[config.mk]
export PLATFORM = sky130hd
export DESIGN_NAME = m_logic_serial_ctrl
export DESIGN_NICKNAME = d
export VERILOG_FILES = /design/src/rtl/m_logic_serial_ctrl_pkg.sv /design/src/rtl/m_logic_bit.sv /design/src/rtl/m_logic_gates.sv /design/src/rtl/m_logic_serial_ctrl.sv
export SDC_FILE = /design/constraint.sdc
export NUM_CORES = 1
export LEC_CHECK = 0
export ABC_AREA = 1
export BUFFER_PORTS_ARGS = -buffer_cell sky130_fd_sc_hd__buf_2
export CORE_MARGIN = 10
export CORE_UTILIZATION = 35
export DETAILED_ROUTE_END_ITERATION = 12
export PLACE_DENSITY = 0.61
export SYNTH_ARGS = -nofsm -noshare
export SYNTH_HDL_FRONTEND = slang
export SYNTH_SLANG_ARGS = --single-unit
[constraint.sdc]
create_clock -name i_clk -period 3.3 [get_ports i_clk]
set_input_delay 0.495 -clock i_clk [delete_from_list [all_inputs] [get_ports i_clk]]
set_output_delay 0.495 -clock i_clk [all_outputs]
set_load 0.01 [all_outputs]
[src/rtl/m_logic_serial_ctrl_pkg.sv]
// rtl/m_logic_serial_ctrl_pkg.sv - shared opcodes, FSM states and width default for the serial logic sequencer
package m_logic_serial_ctrl_pkg;

    localparam int WIDTH_DEF = 16;

    localparam logic [1:0] OP_AND = 2'b00;
    localparam logic [1:0] OP_OR  = 2'b01;
    localparam logic [1:0] OP_XOR = 2'b10;
    localparam logic [1:0] OP_NOT = 2'b11;

    typedef enum logic [1:0] {
        S_IDLE = 2'b00,
        S_RUN  = 2'b01,
        S_DONE = 2'b10
    } state_e;

endpackage

[src/rtl/m_logic_bit.sv]
// rtl/m_logic_bit.sv - shared 1-bit logic cell: library gates plus a 4:1 opcode select
module m_logic_bit
    import m_logic_serial_ctrl_pkg::*;
(
    input  logic       i_a,
    input  logic       i_b,
    input  logic [1:0] i_op,
    output logic       o_y
);

    logic y_and;
    logic y_or;
    logic y_xor;
    logic y_not;

    m_and u_and (.i_a(i_a), .i_b(i_b), .o_y(y_and));
    m_or  u_or  (.i_a(i_a), .i_b(i_b), .o_y(y_or));
    m_xor u_xor (.i_a(i_a), .i_b(i_b), .o_y(y_xor));
    m_not u_not (.i_a(i_a), .o_y(y_not));

    always_comb begin
        o_y = 1'b0;
        case (i_op)
            OP_AND: o_y = y_and;
            OP_OR:  o_y = y_or;
            OP_XOR: o_y = y_xor;
            OP_NOT: o_y = y_not;
        endcase
    end

endmodule

[src/rtl/m_logic_gates.sv]
// rtl/m_logic_gates.sv - primitive 1-bit boolean gates of the gate-level library
module m_and (
    input  logic i_a,
    input  logic i_b,
    output logic o_y
);
    assign o_y = i_a & i_b;
endmodule

module m_or (
    input  logic i_a,
    input  logic i_b,
    output logic o_y
);
    assign o_y = i_a | i_b;
endmodule

module m_xor (
    input  logic i_a,
    input  logic i_b,
    output logic o_y
);
    assign o_y = i_a ^ i_b;
endmodule

module m_not (
    input  logic i_a,
    output logic o_y
);
    assign o_y = ~i_a;
endmodule

[src/rtl/m_logic_serial_ctrl.sv]
// rtl/m_logic_serial_ctrl.sv - round-robin sequencer serialising two requesters through one logic cell
module m_logic_serial_ctrl
    import m_logic_serial_ctrl_pkg::*;
#(
    parameter int WIDTH = WIDTH_DEF,
    parameter int CNT_W = 4
) (
    input  logic             i_clk,
    input  logic             i_rst_n,
    input  logic             i_r0_valid,
    input  logic [1:0]       i_r0_op,
    input  logic [WIDTH-1:0] i_r0_a,
    input  logic [WIDTH-1:0] i_r0_b,
    output logic             o_r0_ready,
    input  logic             i_r1_valid,
    input  logic [1:0]       i_r1_op,
    input  logic [WIDTH-1:0] i_r1_a,
    input  logic [WIDTH-1:0] i_r1_b,
    output logic             o_r1_ready,
    output logic             o_rsp_valid,
    output logic             o_rsp_id,
    output logic [WIDTH-1:0] o_rsp_data,
    input  logic             i_rsp_ready,
    output logic             o_busy
);

    localparam logic [CNT_W-1:0] CNT_LAST = CNT_W'(WIDTH - 1);

    state_e           state_q, state_d;
    logic [CNT_W-1:0] cnt_q, cnt_d;
    logic [WIDTH-1:0] a_q, a_d;
    logic [WIDTH-1:0] b_q, b_d;
    logic [WIDTH-1:0] res_q, res_d;
    logic [1:0]       op_q, op_d;
    logic             id_q, id_d;
    logic             last_grant_q, last_grant_d;
    logic             grant0;
    logic             grant1;
    logic             cell_y;

    // last_grant_q == 1 means r1 was served last, so r0 wins a tie
    assign grant0 = i_r0_valid & (~i_r1_valid | last_grant_q);
    assign grant1 = i_r1_valid & (~i_r0_valid | ~last_grant_q);

    m_logic_bit u_cell (
        .i_a (a_q[cnt_q]),
        .i_b (b_q[cnt_q]),
        .i_op(op_q),
        .o_y (cell_y)
    );

    always_comb begin
        state_d      = state_q;
        cnt_d        = cnt_q;
        a_d          = a_q;
        b_d          = b_q;
        res_d        = res_q;
        op_d         = op_q;
        id_d         = id_q;
        last_grant_d = last_grant_q;
        o_r0_ready   = 1'b0;
        o_r1_ready   = 1'b0;
        o_rsp_valid  = 1'b0;
        o_rsp_id     = 1'b0;
        o_rsp_data   = '0;
        o_busy       = (state_q != S_IDLE);

        case (state_q)
            S_IDLE: begin
                // readies are gated by reset so nothing is offered while rst_n is low
                o_r0_ready = grant0 & i_rst_n;
                o_r1_ready = grant1 & i_rst_n;
                if (grant0 || grant1) begin
                    id_d         = grant1;
                    op_d         = grant1 ? i_r1_op : i_r0_op;
                    a_d          = grant1 ? i_r1_a : i_r0_a;
                    b_d          = grant1 ? i_r1_b : i_r0_b;
                    res_d        = '0;
                    cnt_d        = '0;
                    last_grant_d = grant1;
                    state_d      = S_RUN;
                end
            end
            S_RUN: begin
                res_d[cnt_q] = cell_y;
                cnt_d        = cnt_q + 1'b1;
                if (cnt_q == CNT_LAST) begin
                    state_d = S_DONE;
                end
            end
            S_DONE: begin
                o_rsp_valid = 1'b1;
                o_rsp_id    = id_q;
                o_rsp_data  = res_q;
                if (i_rsp_ready) begin
                    state_d = S_IDLE;
                end
            end
            default: state_d = S_IDLE;
        endcase
    end

    always_ff @(posedge i_clk or negedge i_rst_n) begin
        if (!i_rst_n) begin
            state_q      <= S_IDLE;
            cnt_q        <= '0;
            a_q          <= '0;
            b_q          <= '0;
            res_q        <= '0;
            op_q         <= '0;
            id_q         <= 1'b0;
            last_grant_q <= 1'b1;
        end else begin
            state_q      <= state_d;
            cnt_q        <= cnt_d;
            a_q          <= a_d;
            b_q          <= b_d;
            res_q        <= res_d;
            op_q         <= op_d;
            id_q         <= id_d;
            last_grant_q <= last_grant_d;
        end
    end

endmodule
==> summary.txt, run 1 <==
Status: completed
Global Route Usage Sum: 13.0%
YS warnings: 0
Most frequent cell after synthesis: nand2_1
Switching Fraction: 41.6%
Setup TNS: 0 ns
Post-synthesis sequential area ratio: 43.0%
Die area: 14000 um2
Chip height: 118 um
Clock power frac: 22.2%
Clock transition at the registers of the reported paths: 0.06 ns
Largest net degree at the start of global routing: 59
TritonCTS clock tree: built
Unique masters post-synth: 23
Switching Power: 1.55 mW
CTS sink count: 58
CP Max Fanout: 22
Initial antenna violation count: 0
HPWL Detailed: 6800 um
Final period utilization: 71.9%
Hold_buf cts: 0
Final WL: 8900 um
Largest cells by area after synthesis: dfrtp_1 42%, nand2_1 12%, nor2_1 11%, nand3_1 6.8%, a31oi_1 6.3%
Cells after Synth: 476
Cell taking the most area after synthesis: dfrtp_1
Final Skew: 0.00579 ns
Via Count: 3200
Nets: 640
Post-Syn Nets: 555
Fin. Hold Viols: 0
Async S/R FF share, synth: 100%
Leak Pwr: 2.16 nW
Port bufs: 93
Die width: 118 um
DRT antenna net count: 0
RSZ-0062 raised after global routing: false
Post-synth top area share: 42.3%
Post-CTS resize count: 0
Worst slew pin tran: 0.994 ns
Via density: 4.60
H-tree depth: 3
Vias in the first global route: 3266
Crit path max-delay family: simple AND/OR/NAND/NOR gates
Final min period: 2.37 ns
TritonCTS Buffers: 9
Final core utilization: 44.7%
Iteration-0 DRC Markers: 127
Commonest cells post-synth: 111 x nand2_1, 99 x nor2_1, 57 x dfrtp_1, 49 x inv_1, 46 x nand3_1
CP endpoint kind: flip-flop
Post-CTS setup buffers: 0
Power per Cell Area: 890 nW/um2
Max Cap Viol: 0
Worst path max stage delay: 0.36 ns
CP Buf/Inv Count: 3
Hold Crit Class: input port to asynchronous set/reset pin
FILL cells: 974
Max-slew violations: 0
Syn Area/Cell: 7.09 um2
Int Pwr: 2.17 mW
Core footprint: 9330 um2
# IOs: 94
Synth Cell Area: 3380 um2
DR WL/cell: 12.8 um
Worst EP arrival: 2.61 ns
WS Path Type: flip-flop to flip-flop
Combinational share of power: 44.7%
Post-route DRC violation count: 0
Worst-path cell chain: buf_4 > inv_2 > nand2_1 > nand3_1 > nand2_1 > nand2_1 > nand2_1 > nor2_4 > inv_1 > ha_1 > o211ai_1 > nand3_4 > nand2_2 > nand2_2
Main synth FF type: dfrtp_1
Initial Utilization: 36.2%
CP startpoint kind: flip-flop
Crit-path slowest cell: dfrtp_1
Area grow syn2layout: 23.6%
Cell Rows: 35
Sequential cell area: 1450 um2
GPL Wtd Cong: 0.819
IR drop worst, VDD: 0.312 mV
Area taken by multi-input logic gates: 1590 um2
Max frequency: 421 MHz
EDFF count, synth: 0
Share of layout cells above drive strength 1: 24.9%
Grt total ovfl: 0
Worst skew pair latency: 0.34 ns
CP most frequent cell: nand2_1
Sequential Power Share: 33.1%
CTS root buf: clkbuf_8
First-pass GRT wire length: 15300 um
DRT Pass-1 Iters: 4
Final Setup Violations: 0
CTS Buffer Depth: 2
Slew margin rel.: 33.6%
Critical path required time: 3.54 ns
Antenna diode count: 0
Seq cells post-synth: 58
## final timing paths
| path | start | end | slack (ns) | cells after the start |
|---|---|---|---|---|
| max in group asynchronous | i_rst_n | res_q[6] | 2.52 | 2 |
| max | cnt_q[0] | res_q[14] | 0.93 | 14 |
| min reg2reg | res_q[15] | res_q[15] | 0.51 | 2 |
| min | i_rst_n | state_q[1] | 0.30 | 2 |
| max reg2reg | cnt_q[0] | res_q[14] | 0.93 | 14 |
| min in group i_clk | i_rsp_ready | state_q[1] | 0.35 | 2 |
## power groups by stage
stage	Combinational, mW	Clock (mW)	Sequential [mW]
after global routing	1.94	0.879	1.27
after floorplan	1.43	0	1.17
after CTS	1.69	0.842	1.23
final	1.66	0.824	1.23
after detailed placement	1.68	0	1.25
after global placement	1.65	0	1.24
## flip-flops by register name (all words and copies together) (netlist names)
| register | cells |
|---|---|
| res_q | 16 |
| b_q | 16 |
| state_q | 2 |
| cnt_q | 4 |
| op_q | 2 |
| id_q | 1 |
| last_grant_q | 1 |
| a_q | 16 |
## layout make-up
class | instances | share of cell area, %
Tap cell | 129 | 3.87
Multi-Input combinational cell | 341 | 38.1
Sequential cell | 58 | 34.8
Clock inverter | 4 | 2.34
Clock buffer | 12 | 3.72
Timing Repair Buffer | 98 | 12.4
Inverter | 53 | 4.83
## cell families after synthesis
kind of cell	after synthesis	synth area share [%]
buffers and inverters	77	9.93
and+or+nand+nor	281	35.3
adders and majority gates	6	2.22
DFF	58	43.0
AOI/OAI and AO/OA	54	9.53
## metrics by stage
| stage | hold WS, ns | cell area [um2] | power [mW] | setup WS, ns | cells |
|---|---|---|---|---|---|
| 2_1_floorplan | 0.199 | 3380 | 2.61 | 1.24 | 476 |
| 3_3_place_gp | 0.494 | 3920 | 2.89 | 0.994 | 679 |
| 3_5_place_dp | 0.494 | 3920 | 2.93 | 0.910 | 679 |
| 4_1_cts | 0.335 | 4170 | 3.76 | 0.890 | 695 |
| 5_1_grt | 0.347 | 4170 | 4.09 | 0.594 | 695 |
| 6_report | 0.302 | 4170 | 3.71 | 0.927 | 695 |
## metal layers
layer | vias to the layer above | wire length (um) | global-route usage, %
li1 | 1683 | - | -
met1 | 1433 | 4010 | 15.7
met2 | 73 | 4080 | 20.1
met3 | 11 | 689 | 5.24
met4 | 0 | 114 | 5.18
met5 | - | 0 | 0
## layout by cell type, fill, tap and decap left out
master / n
buf_2: 93
nand4_1: 2
inv_2: 2
inv_1: 49
nand2_1: 110
inv_4: 1
ha_1: 6
nand2_2: 22
a31oi_1: 34
buf_12: 1
o211ai_1: 1
nor2_4: 1
nand3_1: 46
bufinv_16: 3
buf_4: 4
nor2_1: 99
nand3_4: 1
clkinv_1: 1
clkbuf_8: 11
clkbuf_1: 1
o22ai_1: 5
o21ai_0: 14
dfstp_2: 1
dfrtp_1: 57
clkinvlp_4: 1
Power figures use the tool's default switching activity.
==> inputs of run 2 (changes only) <==
PLACE_DENSITY = 0.63   (was 0.61)
clock period = 2.05 ns   (was 3.3 ns; I/O delays follow)
==> run 2 against run 1 <==
Against the previous run: final cell count rose by 1.7%; combinational power rose by 82%; clock skew rose by 0.0059 ns; wire length fell by 1.3%; first-iteration DRC count rose by 39%; critical path depth did not move; flip-flop and latch count did not move; via count rose by 0.31%; register-to-register slack got worse by 0.87 ns; largest power group unchanged.
==> summary.txt, run 2 (same netlist as run 1, synthesis figures left out) <==
Critical path required time: 2.28 ns (was 3.54 ns)
Iteration-0 DRC Markers: 177 (was 127)
Die width: 118 um (unchanged)
Biggest regs: a_q x16, b_q x16, res_q x16 (unchanged)
Antenna diode count: 0 (unchanged)
Area grow syn2layout: 25.8% (was 23.6%)
TritonCTS clock tree: built (unchanged)
Power per Cell Area: 1420 nW/um2 (was 890 nW/um2)
GPL Wtd Cong: 0.820 (was 0.819)
Max frequency: 501 MHz (was 421 MHz)
Final Setup Violations: 0 (unchanged)
Slew margin rel.: 52.1% (was 33.6%)
H-tree depth: 3 (unchanged)
# IOs: 94 (unchanged)
Share of layout cells above drive strength 1: 27.2% (was 24.9%)
CTS Buffer Depth: 2 (unchanged)
PnR worst setup slack: 0.0555 ns (was 0.927 ns)
HPWL Detailed: 6810 um (was 6800 um)
Commonest non-fill, non-tap cell in the layout: nand2_1 (unchanged)
CP Max Fanout: 16 (was 22)
Final core utilization: 45.5% (was 44.7%)
R2r endpoint: res_q[4] (was res_q[14])
Worst Hold Margin: 0.135 ns (was 0.302 ns)
Via Count: 3210 (was 3200)
Final period utilization: 97.3% (was 71.9%)
R2R Setup Slk: 0.06 ns (was 0.93 ns)
DR WL/cell: 12.4 um (was 12.8 um)
Post-route DRC violation count: 0 (unchanged)
Final WL: 8780 um (was 8900 um)
Largest net degree at the start of global routing: 59 (unchanged)
CTS root buf: clkbuf_8 (unchanged)
Clock transition at the registers of the reported paths: 0.07 ns (was 0.06 ns)
Pre-CTS WS: -0.118 ns (was 0.910 ns)
Leak Pwr: 2.21 nW (was 2.16 nW)
Grt total ovfl: 0 (unchanged)
Hold_buf cts: 0 (unchanged)
Die area: 14000 um2 (unchanged)
Via density: 4.54 (was 4.60)
Cell Rows: 35 (unchanged)
CTS sink count: 58 (unchanged)
R2r startpoint: cnt_q[0] (unchanged)
Initial antenna violation count: 0 (unchanged)
Status: completed (unchanged)
Port bufs: 93 (unchanged)
CP startpoint kind: flip-flop (unchanged)
IR drop worst, VDD: 0.680 mV (was 0.312 mV)
DRT antenna net count: 0 (unchanged)
Worst EP arrival: 2.23 ns (was 2.61 ns)
Max-slew violations: 0 (unchanged)
RSZ-0062 raised after global routing: true (was false)
Initial Utilization: 36.2% (unchanged)
Commonest non-fill, non-tap cells in the layout: 109 x nand2_1, 99 x nor2_1, 93 x buf_2 (was 110 x nand2_1, 99 x nor2_1, 93 x buf_2)
Vias in the first global route: 3304 (was 3266)
WS Path Type: flip-flop to flip-flop (unchanged)
CP endpoint kind: flip-flop (unchanged)
Worst slew pin tran: 0.718 ns (was 0.994 ns)
First-pass GRT wire length: 15000 um (was 15300 um)
Fin. Hold Viols: 0 (unchanged)
Core footprint: 9330 um2 (unchanged)
Final min period: 1.99 ns (was 2.37 ns)
Hold Crit Class: input port to asynchronous set/reset pin (unchanged)
Nets: 654 (was 640)
Global Route Usage Sum: 12.7% (was 13.0%)
Max Cap Viol: 0 (unchanged)
Final Skew: 0.0117 ns (was 0.00579 ns)
TritonCTS Buffers: 9 (unchanged)
Chip height: 118 um (unchanged)
Worst skew pair latency: 0.34 ns (about the same)
Worst r2r path cells: 14 (unchanged)
DRT Pass-1 Iters: 4 (unchanged)
FILL cells: 997 (was 974)
## run 2: changes by cell type in the layout (fill, tap and decap cells not counted), sizes merged
cell      change
buf          +14
clkbuf        -1
inv           -1
clkinv        +3
bufinv        -2
clkinvlp      -1
## run 2: repair_timing
action / CTS / global route
resized for setup: 1 / 7
pin swaps: 1 / 1
buffers inserted: 1 / 2
setup endpoints to repair: 16 / 16
## run 2: worst max-delay path by stage
stage / slack (ns) / startpoint / to / cells past startpoint
finish: 0.06 / cnt_q[0] / res_q[4] / 14
global route: -0.10 / cnt_q[0] / res_q[5] / 14
CTS: 0.02 / cnt_q[0] / res_q[4] / 14
detailed placement: -0.12 / cnt_q[0] / res_q[4] / 13
global placement: -0.03 / cnt_q[0] / res_q[4] / 13
floorplan: 0.004 / cnt_q[0] / res_q[10] / 12
## run 2: stage by stage
stage / instances / area (um2) / setup TNS [ns] / power (mW)
2_1_floorplan: 476 / 3380 / 0 / 4.19
5_1_grt: 707 / 4250 / -1.25 / 6.65
3_5_place_dp: 690 / 4000 / -1.65 / 4.86
4_1_cts: 705 / 4220 / 0 / 6.04
6_report: 707 / 4250 / 0 / 6.04
3_3_place_gp: 690 / 4000 / -0.403 / 4.77
## run 2: routing by layer
layer  GRT usage [%]  vias to the layer above  wire, um
met5               0                        -         0
li1                -                     1700         -
met3            5.38                       11       638
met4            4.40                        0       123
met2            19.3                       82      3930
met1            15.8                     1417      4090
## run 2: where the power goes
part | leakage [nW] | total [mW] | switching (mW) | internal, mW
clock network | 0.101 | 1.04 | 0.427 | 0.609
registers | 0.687 | 1.99 | 0.311 | 1.67
logic | 1.42 | 3.02 | 1.80 | 1.22
total | 2.21 | 6.04 | 2.53 | 3.51
## run 2: critical path: stages (launching register included)
cell and delay, ns:
dfrtp_2 0.42, buf_6 0.17, nand2_1 0.06, nand3_1 0.08, nand2_1 0.05, nand2_1 0.05
nand2_1 0.08, nor2_4 0.10, inv_1 0.05, ha_1 0.19, o211ai_1 0.26, nand3_4 0.11
buf_12 0.17, nand2_1 0.06, nand2_1 0.05
## run 2: layout make-up
| type | count | area (um2) | area share [%] |
|---|---|---|---|
| flip-flops and latches | 58 | 1460 | 34.3 |
| clock buffers | 11 | 151 | 3.56 |
| repair buffers | 112 | 641 | 15.1 |
| clock inverters | 3 | 40.0 | 0.943 |
| inverters | 53 | 206 | 4.86 |
| multi-input cells | 341 | 1590 | 37.5 |
| well taps | 129 | 161 | 3.80 |
